<file path="config.mk">
export PLATFORM = sky130hd
export DESIGN_NAME = axis_header_sched_flat
export DESIGN_NICKNAME = d
export VERILOG_FILES = /design/src/rtl/axis_header_sched_if.sv /design/src/rtl/axis_header_sched.sv /design/src/flat_wrapper.sv
export SDC_FILE = /design/constraint.sdc
export NUM_CORES = 1
export LEC_CHECK = 0
export ABC_AREA = 1
export CAP_MARGIN = 10
export CELL_PAD_IN_SITES_DETAIL_PLACEMENT = 0
export CELL_PAD_IN_SITES_GLOBAL_PLACEMENT = 1
export CORE_UTILIZATION = 27
export DETAILED_ROUTE_END_ITERATION = 6
export GPL_ROUTABILITY_DRIVEN = 0
export PLACE_DENSITY_LB_ADDON = 0.1
export SLEW_MARGIN = 20
export SYNTH_ARGS = -nofsm -noshare
export SYNTH_HDL_FRONTEND = slang
export SYNTH_SLANG_ARGS = --single-unit
</file>
<file path="constraint.sdc">
create_clock -name clk -period 2.5 [get_ports clk]
set_clock_uncertainty 0.2 [all_clocks]
set_input_delay 0.5 -clock clk [delete_from_list [all_inputs] [get_ports clk]]
set_output_delay 0.5 -clock clk [all_outputs]
set_load 0.03 [all_outputs]
</file>
<file path="src/rtl/axis_header_sched_if.sv">
// Bundles the requester headers, the header-insert port and the stream monitor taps
// of the header scheduler. Requester i occupies lane i of each packed vector.
interface axis_header_sched_if #(
  parameter int N_REQ        = 4,
  parameter int DATA_WD      = 32,
  parameter int DATA_BYTE_WD = DATA_WD / 8,
  parameter int BYTE_CNT_WD  = $clog2(DATA_BYTE_WD)
);
  logic [N_REQ-1:0]              req_valid;
  logic [N_REQ*DATA_WD-1:0]      req_data;
  logic [N_REQ*DATA_BYTE_WD-1:0] req_keep;
  logic [N_REQ*BYTE_CNT_WD-1:0]  req_cnt;
  logic [N_REQ-1:0]              req_ready;

  logic                          valid_insert;
  logic [DATA_WD-1:0]            data_insert;
  logic [DATA_BYTE_WD-1:0]       keep_insert;
  logic [BYTE_CNT_WD-1:0]        byte_insert_cnt;
  logic                          ready_insert;

  logic                          mon_valid;
  logic                          mon_ready;
  logic                          mon_last;

  modport master (
    output req_valid, req_data, req_keep, req_cnt, ready_insert,
           mon_valid, mon_ready, mon_last,
    input  req_ready, valid_insert, data_insert, keep_insert, byte_insert_cnt
  );

  modport slave (
    input  req_valid, req_data, req_keep, req_cnt, ready_insert,
           mon_valid, mon_ready, mon_last,
    output req_ready, valid_insert, data_insert, keep_insert, byte_insert_cnt
  );
endinterface

</file>
<file path="src/rtl/axis_header_sched.sv">
// Round-robin scheduler sharing one header-insert port among N_REQ requesters; the grant
// is held until the packet's last beat, with orphan-packet and stall-timeout detection.
module axis_header_sched #(
  parameter int N_REQ        = 4,
  parameter int DATA_WD      = 32,
  parameter int DATA_BYTE_WD = DATA_WD / 8,
  parameter int BYTE_CNT_WD  = $clog2(DATA_BYTE_WD),
  parameter int ID_WD        = (N_REQ > 1 ? $clog2(N_REQ) : 1),
  parameter int TIMEOUT      = 1024
) (
  input  logic                 clk,
  input  logic                 rst_n,
  axis_header_sched_if.slave   bus,
  output logic [ID_WD-1:0]     grant_id,
  output logic                 busy,
  input  logic                 err_clr,
  output logic                 orphan_err,
  output logic                 timeout_err
);

  localparam int TMR_WD = $clog2(TIMEOUT);
  localparam logic [TMR_WD-1:0] TMR_MAX = TMR_WD'(TIMEOUT - 1);

  typedef enum logic [1:0] {
    IDLE = 2'd0,
    HDR  = 2'd1,
    PKT  = 2'd2
  } state_t;

  state_t            state, state_next;
  logic [ID_WD-1:0]  rr_ptr;
  logic [TMR_WD-1:0] tmo_cnt, cnt_next;

  logic              beat, eop;
  logic              any_valid;
  logic [ID_WD-1:0]  winner;
  logic              hi_hit, lo_hit;
  logic [ID_WD-1:0]  hi_idx, lo_idx;
  logic              capture, pkt_done, tmo_hit, orphan_hit;

  assign beat = bus.mon_valid & bus.mon_ready;
  assign eop  = beat & bus.mon_last;

  // Lowest requester at or above rr_ptr wins; otherwise the lowest one below it (wrap).
  always_comb begin
    hi_hit = 1'b0;
    lo_hit = 1'b0;
    hi_idx = '0;
    lo_idx = '0;
    for (int i = N_REQ - 1; i >= 0; i--) begin
      if (bus.req_valid[i]) begin
        if (ID_WD'(i) >= rr_ptr) begin
          hi_hit = 1'b1;
          hi_idx = ID_WD'(i);
        end else begin
          lo_hit = 1'b1;
          lo_idx = ID_WD'(i);
        end
      end
    end
    any_valid = hi_hit | lo_hit;
    winner    = hi_hit ? hi_idx : lo_idx;
  end

  always_ff @(posedge clk or negedge rst_n) begin
    if (!rst_n) state <= IDLE;
    else        state <= state_next;
  end

  always_comb begin
    state_next    = state;
    bus.req_ready = '0;
    capture       = 1'b0;
    pkt_done      = 1'b0;
    tmo_hit       = 1'b0;
    cnt_next      = tmo_cnt;
    case (state)
      IDLE: begin
        // Gated by rst_n so no accept pulse escapes while reset is held.
        if (any_valid && rst_n) begin
          bus.req_ready = N_REQ'(1) << winner;
          capture       = 1'b1;
          state_next    = HDR;
        end
      end
      HDR: begin
        if (bus.ready_insert) begin
          state_next = PKT;
          cnt_next   = '0;
        end
      end
      PKT: begin
        if (eop) begin
          state_next = IDLE;
          pkt_done   = 1'b1;
        end else if (beat) begin
          cnt_next = '0;
        end else if (tmo_cnt == TMR_MAX) begin
          state_next = IDLE;
          pkt_done   = 1'b1;
          tmo_hit    = 1'b1;
        end else begin
          cnt_next = tmo_cnt + TMR_WD'(1);
        end
      end
      default: state_next = IDLE;
    endcase
    orphan_hit = eop && (state != PKT);
  end

  always_ff @(posedge clk or negedge rst_n) begin
    if (!rst_n) begin
      bus.valid_insert    <= 1'b0;
      bus.data_insert     <= '0;
      bus.keep_insert     <= '0;
      bus.byte_insert_cnt <= '0;
      grant_id            <= '0;
    end else if (capture) begin
      bus.valid_insert    <= 1'b1;
      bus.data_insert     <= bus.req_data[winner*DATA_WD +: DATA_WD];
      bus.keep_insert     <= bus.req_keep[winner*DATA_BYTE_WD +: DATA_BYTE_WD];
      bus.byte_insert_cnt <= bus.req_cnt[winner*BYTE_CNT_WD +: BYTE_CNT_WD];
      grant_id            <= winner;
    end else if (state == HDR && bus.ready_insert) begin
      bus.valid_insert    <= 1'b0;
    end
  end

  always_ff @(posedge clk or negedge rst_n) begin
    if (!rst_n) begin
      rr_ptr      <= '0;
      tmo_cnt     <= '0;
      busy        <= 1'b0;
      orphan_err  <= 1'b0;
      timeout_err <= 1'b0;
    end else begin
      tmo_cnt <= cnt_next;
      busy    <= (state_next != IDLE);
      if (pkt_done)
        rr_ptr <= (grant_id == ID_WD'(N_REQ - 1)) ? '0 : grant_id + ID_WD'(1);
      if (orphan_hit)   orphan_err <= 1'b1;
      else if (err_clr) orphan_err <= 1'b0;
      if (tmo_hit)      timeout_err <= 1'b1;
      else if (err_clr) timeout_err <= 1'b0;
    end
  end

endmodule

</file>
<file path="src/flat_wrapper.sv">
// flat-port wrapper written by rule: the top's interface ports become plain ports
module axis_header_sched_flat 
#(
  parameter int N_REQ        = 4,
  parameter int DATA_WD      = 32,
  parameter int DATA_BYTE_WD = DATA_WD / 8,
  parameter int BYTE_CNT_WD  = $clog2(DATA_BYTE_WD),
  parameter int ID_WD        = (N_REQ > 1 ? $clog2(N_REQ) : 1),
  parameter int TIMEOUT      = 1024
)
  (clk, rst_n, grant_id, busy, err_clr, orphan_err, timeout_err, bus_req_valid, bus_req_data, bus_req_keep, bus_req_cnt, bus_ready_insert, bus_mon_valid, bus_mon_ready, bus_mon_last, bus_req_ready, bus_valid_insert, bus_data_insert, bus_keep_insert, bus_byte_insert_cnt);
  axis_header_sched_if #(.N_REQ(N_REQ), .DATA_WD(DATA_WD), .DATA_BYTE_WD(DATA_BYTE_WD), .BYTE_CNT_WD(BYTE_CNT_WD)) bus_i ();
  input  logic clk;
  input  logic rst_n;
  output logic [ID_WD-1:0] grant_id;
  output logic busy;
  input  logic err_clr;
  output logic orphan_err;
  output logic timeout_err;
  input wire logic [$bits(bus_i.req_valid)-1:0] bus_req_valid;
  input wire logic [$bits(bus_i.req_data)-1:0] bus_req_data;
  input wire logic [$bits(bus_i.req_keep)-1:0] bus_req_keep;
  input wire logic [$bits(bus_i.req_cnt)-1:0] bus_req_cnt;
  input wire logic [$bits(bus_i.ready_insert)-1:0] bus_ready_insert;
  input wire logic [$bits(bus_i.mon_valid)-1:0] bus_mon_valid;
  input wire logic [$bits(bus_i.mon_ready)-1:0] bus_mon_ready;
  input wire logic [$bits(bus_i.mon_last)-1:0] bus_mon_last;
  output wire logic [$bits(bus_i.req_ready)-1:0] bus_req_ready;
  output wire logic [$bits(bus_i.valid_insert)-1:0] bus_valid_insert;
  output wire logic [$bits(bus_i.data_insert)-1:0] bus_data_insert;
  output wire logic [$bits(bus_i.keep_insert)-1:0] bus_keep_insert;
  output wire logic [$bits(bus_i.byte_insert_cnt)-1:0] bus_byte_insert_cnt;
  assign bus_i.req_valid = bus_req_valid;
  assign bus_i.req_data = bus_req_data;
  assign bus_i.req_keep = bus_req_keep;
  assign bus_i.req_cnt = bus_req_cnt;
  assign bus_i.ready_insert = bus_ready_insert;
  assign bus_i.mon_valid = bus_mon_valid;
  assign bus_i.mon_ready = bus_mon_ready;
  assign bus_i.mon_last = bus_mon_last;
  assign bus_req_ready = bus_i.req_ready;
  assign bus_valid_insert = bus_i.valid_insert;
  assign bus_data_insert = bus_i.data_insert;
  assign bus_keep_insert = bus_i.keep_insert;
  assign bus_byte_insert_cnt = bus_i.byte_insert_cnt;
  axis_header_sched #(.N_REQ(N_REQ), .DATA_WD(DATA_WD), .DATA_BYTE_WD(DATA_BYTE_WD), .BYTE_CNT_WD(BYTE_CNT_WD), .ID_WD(ID_WD), .TIMEOUT(TIMEOUT)) u_core (.clk(clk), .rst_n(rst_n), .bus(bus_i), .grant_id(grant_id), .busy(busy), .err_clr(err_clr), .orphan_err(orphan_err), .timeout_err(timeout_err));
endmodule
</file>
==> results_dict.tcl <==
set metrics [dict create \
    status "complete, no violations" \
    synth_warnings 0 \
    ir_worst_vdd_v 0.0004335 \
    final_layout_size_suffix_gt1_share_pct 8.653 \
    antenna_cells 0 \
    final_cell_mix "231 x nand2_1, 201 x clkdlybuf4s50_1, 136 x nand3_1, 131 x inv_1, 56 x dfrtp_1" \
    cts_tree "yes" \
    grt_setup_unrepaired "no" \
    rows 46 \
    post-route-period-util_pct 95.18 \
    crit_arrival_ns 1.68 \
    synth_seq_cells 58 \
    synth_cells 693 \
    cts_root_buffer "clkbuf_16" \
    dp.cells 1111 \
    grt_use_met2_pct 30.62 \
    drt-initial-drc-count 169 \
    synth-edff-count 0 \
    start_kind "primary input" \
    slew_headroom_pct 46.62 \
    cp.buffers_inverters 2 \
    busiest_layer "met2" \
    path_cells "dlygate4sd2_1 -> nand3_2 -> nand3_2 -> nor2_1 -> nor2_2 -> nand2_2 -> nor2_1 -> buf_4" \
    die-area_um2 16640 \
    final_cells 1129 \
    power_density_nw_per_um2 989.4 \
    ys.flop_type "dfrtp_1" \
    reg2regPathDepth 8 \
    syn_to_final_growth_pct 63.20 \
    max_freq_mhz 420.3 \
    io_pins 211 \
    async_flop_share_pct 100.0 \
    grt_use_met3_pct 5.863 \
    cap_violations 0 \
    htree_levels 3 \
    syn-cell-area_um2 4355 \
    track_usage_pct 18.10 \
    cp_max_fo 4 \
    synth_cell_type_count 31 \
    yosysSeqAreaShare_pct 33.32 \
    critPathSlowestCell "dlygate4sd2_1" \
    r2r_setup_slack_ns 0.31 \
    avgSynthCellArea_um2 6.285 \
    period_minus_slack_ns 2.379 \
    hp-class "in -> async" \
    io_buffers 210 \
    cpPeakStageDelay_ns 0.32 \
    final_common_cell "nand2_1" \
    grt_pass1_vias 4729 \
    power.leakage_nw 3.612 \
    clk_pin_slew_ns 0.05 \
    final_area_um2 7108 \
    crit_type "in -> out" \
    cts_made_buffers 9 \
    place_area_um2 6729 \
    fin_util_pct 44.91 \
    dr.pass1.iters 4 \
    cts_sinks 58 \
    ant_nets 0 \
    wirelength_um 14890 \
    worstReg2RegEnd "u_core.bus.data_insert[13]$_DFFE_PN0P_" \
    fp.coreArea_um2 15830 \
    overflow 0 \
    place_hpwl_um 11320 \
    critPathRequiredTime_ns 1.80 \
    grt_pass1_wl_um 23250 \
    clk_path_buf_depth 2 \
    worstSkewPairLatency_ns 0.34 \
    crit_family "simple AND/OR/NAND/NOR gates" \
    setup_viol 0 \
    fin_tns_setup_ns 0 \
    syn-num-nets 858 \
    die_y_um 129.0 \
    nets 1073 \
    viasPerCell 4.373 \
    final_hold_viol_count 0 \
    antenna_found_initial 0 \
    total_power_mw 7.033 \
    use_met1_pct 21.23 \
    tightest_slew_ns 0.8007 \
    setup_slack_ns 0.1205 \
    num_vias 4937 \
    maxSlewViolCount 0 \
    drcViolationCount 0 \
    wl_per_cell_um 13.19 \
    start_util_pct 27.52 \
    die_x_um 129.0 \
    reg2reg_from "u_core.rr_ptr[1]$_DFFE_PN0P_" \
    cp-end-kind "primary output" \
    grt_max_degree 59 \
    dpl_worst_slack_ns -0.3428 \
    hold_slack_ns 0.1949 \
]
## per-layer routing
metal  vias up  wire [um]
li1       2543          -
met4         0        356
met5         -          0
met3        23        971
met2       120       7157
met1      2251       6403
## worst reg2reg max path, cell delays in order (launching register included)
cell and delay (ns):
dfrtp_2 0.47, nor2_2 0.09, buf_4 0.14, nor2_2 0.14, o21ai_4 0.11, buf_4 0.15, nor2_2 0.52, nand3_1 0.17
nand3_1 0.13
## power breakdown
group | leakage [nW] | switching (mW) | total, mW | internal, mW
Sequential | 0.727 | 0.261 | 1.59 | 1.33
Clock | 0.155 | 0.475 | 1.38 | 0.901
Combinational | 2.73 | 2.42 | 4.07 | 1.65
## worst max-delay path by stage
stage                                 start                                endpoint  depth (start not counted)
6_report                   bus_req_valid[2]                        bus_req_ready[3]                          8
3_3_place_gp               bus_req_valid[1]   u_core.bus.keep_insert[1]$_DFFE_PN0P_                         10
2_1_floorplan              bus_req_valid[0]                        bus_req_ready[0]                          8
5_1_grt        u_core.rr_ptr[1]$_DFFE_PN0P_                        bus_req_ready[3]                          8
3_5_place_dp               bus_req_valid[1]  u_core.bus.data_insert[21]$_DFFE_PN0P_                         10
4_1_cts                    bus_req_valid[3]                        bus_req_ready[3]                          8
## cell usage after synthesis (3+ instances only)
cell type  instances  area share [%]
nand3_1          139              16
nor2_2             3            0.43
or2_1             28             4.0
nand2_1          233              20
nand4_1           11             1.6
clkbuf_1           5            0.43
buf_2             16             1.8
nand2_2            3            0.43
nor2_1            19             1.6
buf_4              8             1.4
dfrtp_1           58              33
buf_6              3            0.78
o21ai_0            9             1.0
inv_1            133              11
## registers in the layout, summed over array words and instances, names as in the netlist
| register | count |
|---|---|
| u_core.orphan_err | 1 |
| u_core.bus.data_insert | 32 |
| u_core.state | 2 |
| u_core.grant_id | 2 |
| u_core.busy | 1 |
| u_core.bus.keep_insert | 4 |
| u_core.bus.valid_insert | 1 |
| u_core.rr_ptr | 2 |
| u_core.tmo_cnt | 10 |
| u_core.bus.byte_insert_cnt | 2 |
| u_core.timeout_err | 1 |
## repair_timing
| item | in CTS | in global routing |
|---|---|---|
| setup buffers | 1 | 1 |
| resized for setup | 11 | 6 |
| pin swaps | 2 | 3 |
| setup endpoints to repair | 4 | 4 |
| hold buffers | 0 | 0 |
## kinds of logic (layout without fill, tap and decap cells)
| group | Yosys count | count (layout) | synth area share (%) |
|---|---|---|---|
| AO/OA/AOI/OAI | 14 | 14 | 2.356 |
| XOR/XNOR | 2 | 2 | 0.4023 |
| flip-flops | 58 | 58 | 33.32 |
| adder cells (fa/ha/maj) | 2 | 2 | 0.5745 |
| AND/OR/NAND/NOR | 448 | 448 | 47.06 |
| buffers and inverters | 169 | 389 | 16.29 |
## final cells by class
type	count	area [um^2]
clock buffer	10	239.0
clock inverter	6	88.84
fill	1649	8720
inverter	136	513.0
multi-input combinational	466	2226
sequential	58	1454
tap	216	270.3
timing repair buffer	237	2317
Note: power is estimated with default switching activity, not from simulation.
==> RTL change 1, RTL diff (same settings) <==
`N_REQ` is set to 4 in 3 places; all go to 2.
--- a/src/rtl/axis_header_sched_if.sv
+++ b/src/rtl/axis_header_sched_if.sv
@@ -1,7 +1,7 @@
 // Bundles the requester headers, the header-insert port and the stream monitor taps
 // of the header scheduler. Requester i occupies lane i of each packed vector.
 interface axis_header_sched_if #(
-  parameter int N_REQ        = 4,
+  parameter int N_REQ        = 2,
   parameter int DATA_WD      = 32,
   parameter int DATA_BYTE_WD = DATA_WD / 8,
   parameter int BYTE_CNT_WD  = $clog2(DATA_BYTE_WD)
--- a/src/rtl/axis_header_sched.sv
+++ b/src/rtl/axis_header_sched.sv
@@ -1,7 +1,7 @@
 // Round-robin scheduler sharing one header-insert port among N_REQ requesters; the grant
 // is held until the packet's last beat, with orphan-packet and stall-timeout detection.
 module axis_header_sched #(
-  parameter int N_REQ        = 4,
+  parameter int N_REQ        = 2,
   parameter int DATA_WD      = 32,
   parameter int DATA_BYTE_WD = DATA_WD / 8,
   parameter int BYTE_CNT_WD  = $clog2(DATA_BYTE_WD),
--- a/src/flat_wrapper.sv
+++ b/src/flat_wrapper.sv
@@ -1,7 +1,7 @@
 // flat-port wrapper written by rule: the top's interface ports become plain ports
 module axis_header_sched_flat 
 #(
-  parameter int N_REQ        = 4,
+  parameter int N_REQ        = 2,
   parameter int DATA_WD      = 32,
   parameter int DATA_BYTE_WD = DATA_WD / 8,
   parameter int BYTE_CNT_WD  = $clog2(DATA_BYTE_WD),
Ports: changed (6 resized); port bits go from 211 to 130. The function was not compared with the original's and may differ.
==> RTL change 1 against the unedited design <==
Setup slack gained 100 ps; final area shrank 41%; sequential cell count shrank 2; synthesized cell count shrank 52%; wire length shrank 49%; global-route usage shrank 2.6 points; area after synthesis shrank 39%; total power shrank 40%; critical endpoint is now bus_req_ready[1]; largest power group unchanged.
==> RTL change 1: results <==
{
  "cts_setup_buffers": 0,
  "worstSetupStartpoint": "bus_req_valid[0]",
  "syn-num-nets": 416,
  "cts_inserted_buffers": 5,
  "drt_iter0_drc": 59,
  "grt_usage_pct": 15.5,
  "cts_resized": 0,
  "yosys-top-cells-count": "nand2_1 (150), dfrtp_1 (56), nand3_1 (52), inv_1 (12), nor2_1 (9)",
  "internal-power_mw": 2.41,
  "vias": 2555,
  "syn2layout_area_growth_pct": 56.1,
  "crit_arrival_ps": 1580,
  "leakage_nw": 1.87,
  "layout.nets": 544,
  "nFillCells": 960,
  "finalWirelength_um": 7660,
  "htree_levels": 2,
  "clkSlewWorstSetupHoldPaths_ps": 100,
  "dpl_worst_slack_ps": 200,
  "synth.distinct_cells": 26,
  "dp_hpwl_um": 5270,
  "cts_root_buffer": "clkbuf_8",
  "synth_area_leaders": "dfrtp_1 (52%), nand2_1 (21%), nand3_1 (9.7%)",
  "vdd.ir_drop.worst_v": 0.000447,
  "timing.rr.start": "u_core.tmo_cnt[1]",
  "wl_per_cell_um": 13.0,
  "port_buffers": 129,
  "status": "complete, no violations",
  "grt_pass1_vias": 2568,
  "crit_fanout": 2,
  "place_inst": 580,
  "max_slew_margin_pct": 49.9,
  "synth_cells": 330
}
-- RTL change 1: area by class of cell --
| type | instances | area share (%) |
|---|---|---|
| flip-flops and latches | 56 | 33.5 |
| repair buffers | 135 | 32.3 |
| multi-input cells | 241 | 26.4 |
| well taps | 129 | 3.86 |
| clock buffers | 8 | 2.16 |
| inverters | 19 | 1.71 |
-- RTL change 1: cell families after synthesis --
family | after synthesis | share of synthesized area [%]
compound gates | 12 | 2.76
xor+xnor | 3 | 0.982
fa+ha+maj | 1 | 0.467
buf+inv | 33 | 6.40
flops | 56 | 52.4
simple gates | 225 | 37.0
-- RTL change 1: final timing paths --
kind	endpoint	slack, ps	depth (start not counted)
worst max-delay path	bus_req_ready[1]	220	7
worst min-delay path	u_core.tmo_cnt[8]	190	2
worst max register to register	u_core.tmo_cnt[5]	700	8
worst min register to register	u_core.rr_ptr	290	2
max in group asynchronous	u_core.bus.keep_insert[3]	1410	2
min in group clk	u_core.rr_ptr	290	2
-- RTL change 1: power groups by stage --
stage          clock [mW]  sequential (mW)  combinational (mW)
6_report            0.531             1.45                2.21
5_1_grt             0.590             1.49                2.40
4_1_cts             0.557             1.45                2.25
3_5_place_dp            0             1.46                2.24
3_3_place_gp            0             1.45                2.24
2_1_floorplan           0             2.08               0.630
-- RTL change 1: metal layers --
layer / track usage (%) / share of wire [%]
met4: 4.01 / 1.0
met1: 19.9 / 46
met5: 0 / 0
met3: 5.11 / 8.3
met2: 25.0 / 45
-- RTL change 1: worst max-delay path, cell delays in order --
cell and delay [ps]:
clkdlybuf4s50_1 480, inv_1 40, o21ai_0 200, nor2_1 60, nand2_1 90, inv_2 50
buf_4 160
==> RTL change 2, RTL diff (config.mk and constraints unchanged) <==
Made on the original files. Put one more register stage on the output `orphan_err`, cleared by the reset. The value now appears one clock later. The other outputs are not delayed to match.
--- a/src/rtl/axis_header_sched.sv
+++ b/src/rtl/axis_header_sched.sv
@@ -26,6 +26,8 @@
     HDR  = 2'd1,
     PKT  = 2'd2
   } state_t;
+
+  logic orphan_err_s0;
 
   state_t            state, state_next;
   logic [ID_WD-1:0]  rr_ptr;
@@ -131,19 +133,27 @@
       rr_ptr      <= '0;
       tmo_cnt     <= '0;
       busy        <= 1'b0;
-      orphan_err  <= 1'b0;
+      orphan_err_s0 <= 1'b0;
       timeout_err <= 1'b0;
     end else begin
       tmo_cnt <= cnt_next;
       busy    <= (state_next != IDLE);
       if (pkt_done)
         rr_ptr <= (grant_id == ID_WD'(N_REQ - 1)) ? '0 : grant_id + ID_WD'(1);
-      if (orphan_hit)   orphan_err <= 1'b1;
-      else if (err_clr) orphan_err <= 1'b0;
+      if (orphan_hit)   orphan_err_s0 <= 1'b1;
+      else if (err_clr) orphan_err_s0 <= 1'b0;
       if (tmo_hit)      timeout_err <= 1'b1;
       else if (err_clr) timeout_err <= 1'b0;
     end
   end
 
+  always_ff @(posedge clk or negedge rst_n) begin
+    if (!rst_n) begin
+      orphan_err <= '0;
+    end else begin
+      orphan_err <= orphan_err_s0;
+    end
+  end
+
 endmodule
 
Behaviour: not the same (Yosys sat finds a counterexample within 4 cycles, from zero or initial values and one cycle with rst_n low).
==> RTL change 2 against the unedited design <==
Utilization grew 1.6 points; wire length is 2.0% higher; worst hold slack worse by 13 ps; setup slack better by 7.4 ps; sequential cell count grew 1; total power grew 2.3%; final area is 0.23% higher; area after synthesis shrank 2.0%; maximum frequency up 0.31%; critical endpoint is now bus_req_ready[1]; highest routed layer is now met5.
==> RTL change 2: results <==
{
  "clkSlewWorstSetupHoldPaths_ps": 50,
  "crit_fanout": 7,
  "cp_top_family": "simple AND/OR/NAND/NOR gates",
  "vdd.ir_drop.worst_v": 0.000587,
  "cts_root_buffer": "clkbuf_16",
  "holdCritPathClass": "input pin to async pin",
  "grt_max_degree": 60,
  "reg2reg_depth": 10,
  "status": "complete, no violations",
  "leakage_nw": 3.62,
  "place_area_mm2": 0.00667,
  "regToRegSetupSlack_ps": 260,
  "timing.rr.start": "u_core.tmo_cnt[0]",
  "syn_avg_cell_area_um2": 6.24,
  "reg_top3": "u_core.bus.data_insert x32, u_core.tmo_cnt x10, u_core.bus.keep_insert x4",
  "cts_inserted_buffers": 9,
  "drive_gt1_share_pct": 10.2,
  "grt_first_pass_wirelength_um": 24100,
  "syn-num-nets": 849,
  "crit_arrival_ps": 1670,
  "finalWirelength_um": 15200,
  "dp_hpwl_um": 11000,
  "ys_seq_area_share_pct": 34.6,
  "async_reset_ff_share_pct": 100,
  "synth.distinct_cells": 26,
  "setup_tns_ps": 0,
  "tightest_slew_ps": 807,
  "vias": 4924,
  "grt_usage_pct": 18.8,
  "cpPeakStageDelay_ps": 460,
  "yosys-top-cells-count": "nand2_1 (237), nand3_1 (132), inv_1 (127), dfrtp_1 (59), nor2_1 (21)",
  "antenna_found_initial": 3,
  "htree_levels": 3,
  "yosysWarnings": 0,
  "finalNonFillerCells": 1120,
  "timing.rr.end": "u_core.tmo_cnt[9]",
  "port_buffers": 210,
  "synth_area_leaders": "dfrtp_1 (35%), nand2_1 (21%), nand3_1 (15%)",
  "cts.path.max_buffers": 2,
  "firstDrtPassIters": 4,
  "insertion_delay_ps": 330,
  "critPathSlowestCell": "dfrtp_2",
  "hold_ws_ps": 182,
  "drt_iter0_drc": 220,
  "grt_pass1_vias": 4783,
  "switchingPower_mw": 3.16,
  "multi_input_area_mm2": 0.00220,
  "nFillCells": 1600
}
[RTL change 2: worst max path at each step]
stage,from,endpoint,depth (start not counted)
after global placement,bus_req_valid[2],bus_req_ready[0],9
after detailed placement,bus_req_valid[1],u_core.bus.data_insert[4],9
after CTS,bus_req_valid[0],bus_req_ready[0],8
after floorplan,bus_req_valid[0],bus_req_ready[0],8
after global routing,u_core.tmo_cnt[0],u_core.tmo_cnt[9],10
final,u_core.rr_ptr[1],bus_req_ready[1],9
[RTL change 2: logic make-up (layout without fill, tap and decap cells)]
logic type                 Yosys count  after routing  share of synthesized area (%)
xor gates and xnor gates             1              1                          0.205
other                                0              3                              0
adders and majority gates            2              2                          0.586
DFF                                 59             59                           34.6
and+or+nand+nor                    442            442                           46.1
buffers and inverters              161            383                           15.4
AOI/OAI and AO/OA                   19             19                           3.08
[RTL change 2: worst register-to-register path: stages, from the launching register on]
cell and delay, ps:
dfrtp_1 460, ha_1 210, nand2_1 70, nor2_1 260, nand3_1 180, nand2_1 90, nand3_1 140, nand2_2 300
inv_1 110, nand2_1 70, nand2_1 50
[RTL change 2: per-stage QoR]
stage | worst slack (ps) | total power [mW]
5_1_grt | 3.35 | 7.73
6_report | 128 | 7.19
2_1_floorplan | 14.6 | 4.07
3_3_place_gp | -169 | 5.66
4_1_cts | -0.381 | 7.29
3_5_place_dp | -180 | 5.69
[RTL change 2: power by group through the flow]
stage	logic, mW	clock network, mW	registers [mW]
global route	4.55	1.53	1.65
CTS	4.19	1.49	1.61
global placement	4.05	0	1.61
floorplan	1.86	0	2.21
finish	4.14	1.44	1.61
detailed placement	4.08	0	1.61
[RTL change 2: cell type report]
cell class	count	area share, %
antenna	3	0.105
timing repair buffer	239	33.0
multi-input combinational	464	30.8
tap	211	3.71
sequential	59	20.8
clock buffer	11	3.41
clock inverter	5	1.40
inverter	128	6.78
[RTL change 2: per-layer routing]
metal / vias up / wire length (µm) / GRT usage [%]
met2: 143 / 7330 / 32.9
li1: 2526 / - / -
met4: 2 / 85 / 3.46
met1: 2246 / 6770 / 23.1
met5: - / 10 / 0
met3: 7 / 987 / 5.13
[RTL change 2: what timing repair did]
action / in CTS / in global routing
pin swaps: 4 / 3
endpoints found under the setup margin: 4 / 16
hold buffers: 0 / 0
resized for setup: 22 / 6
buffers inserted: 3 / 0
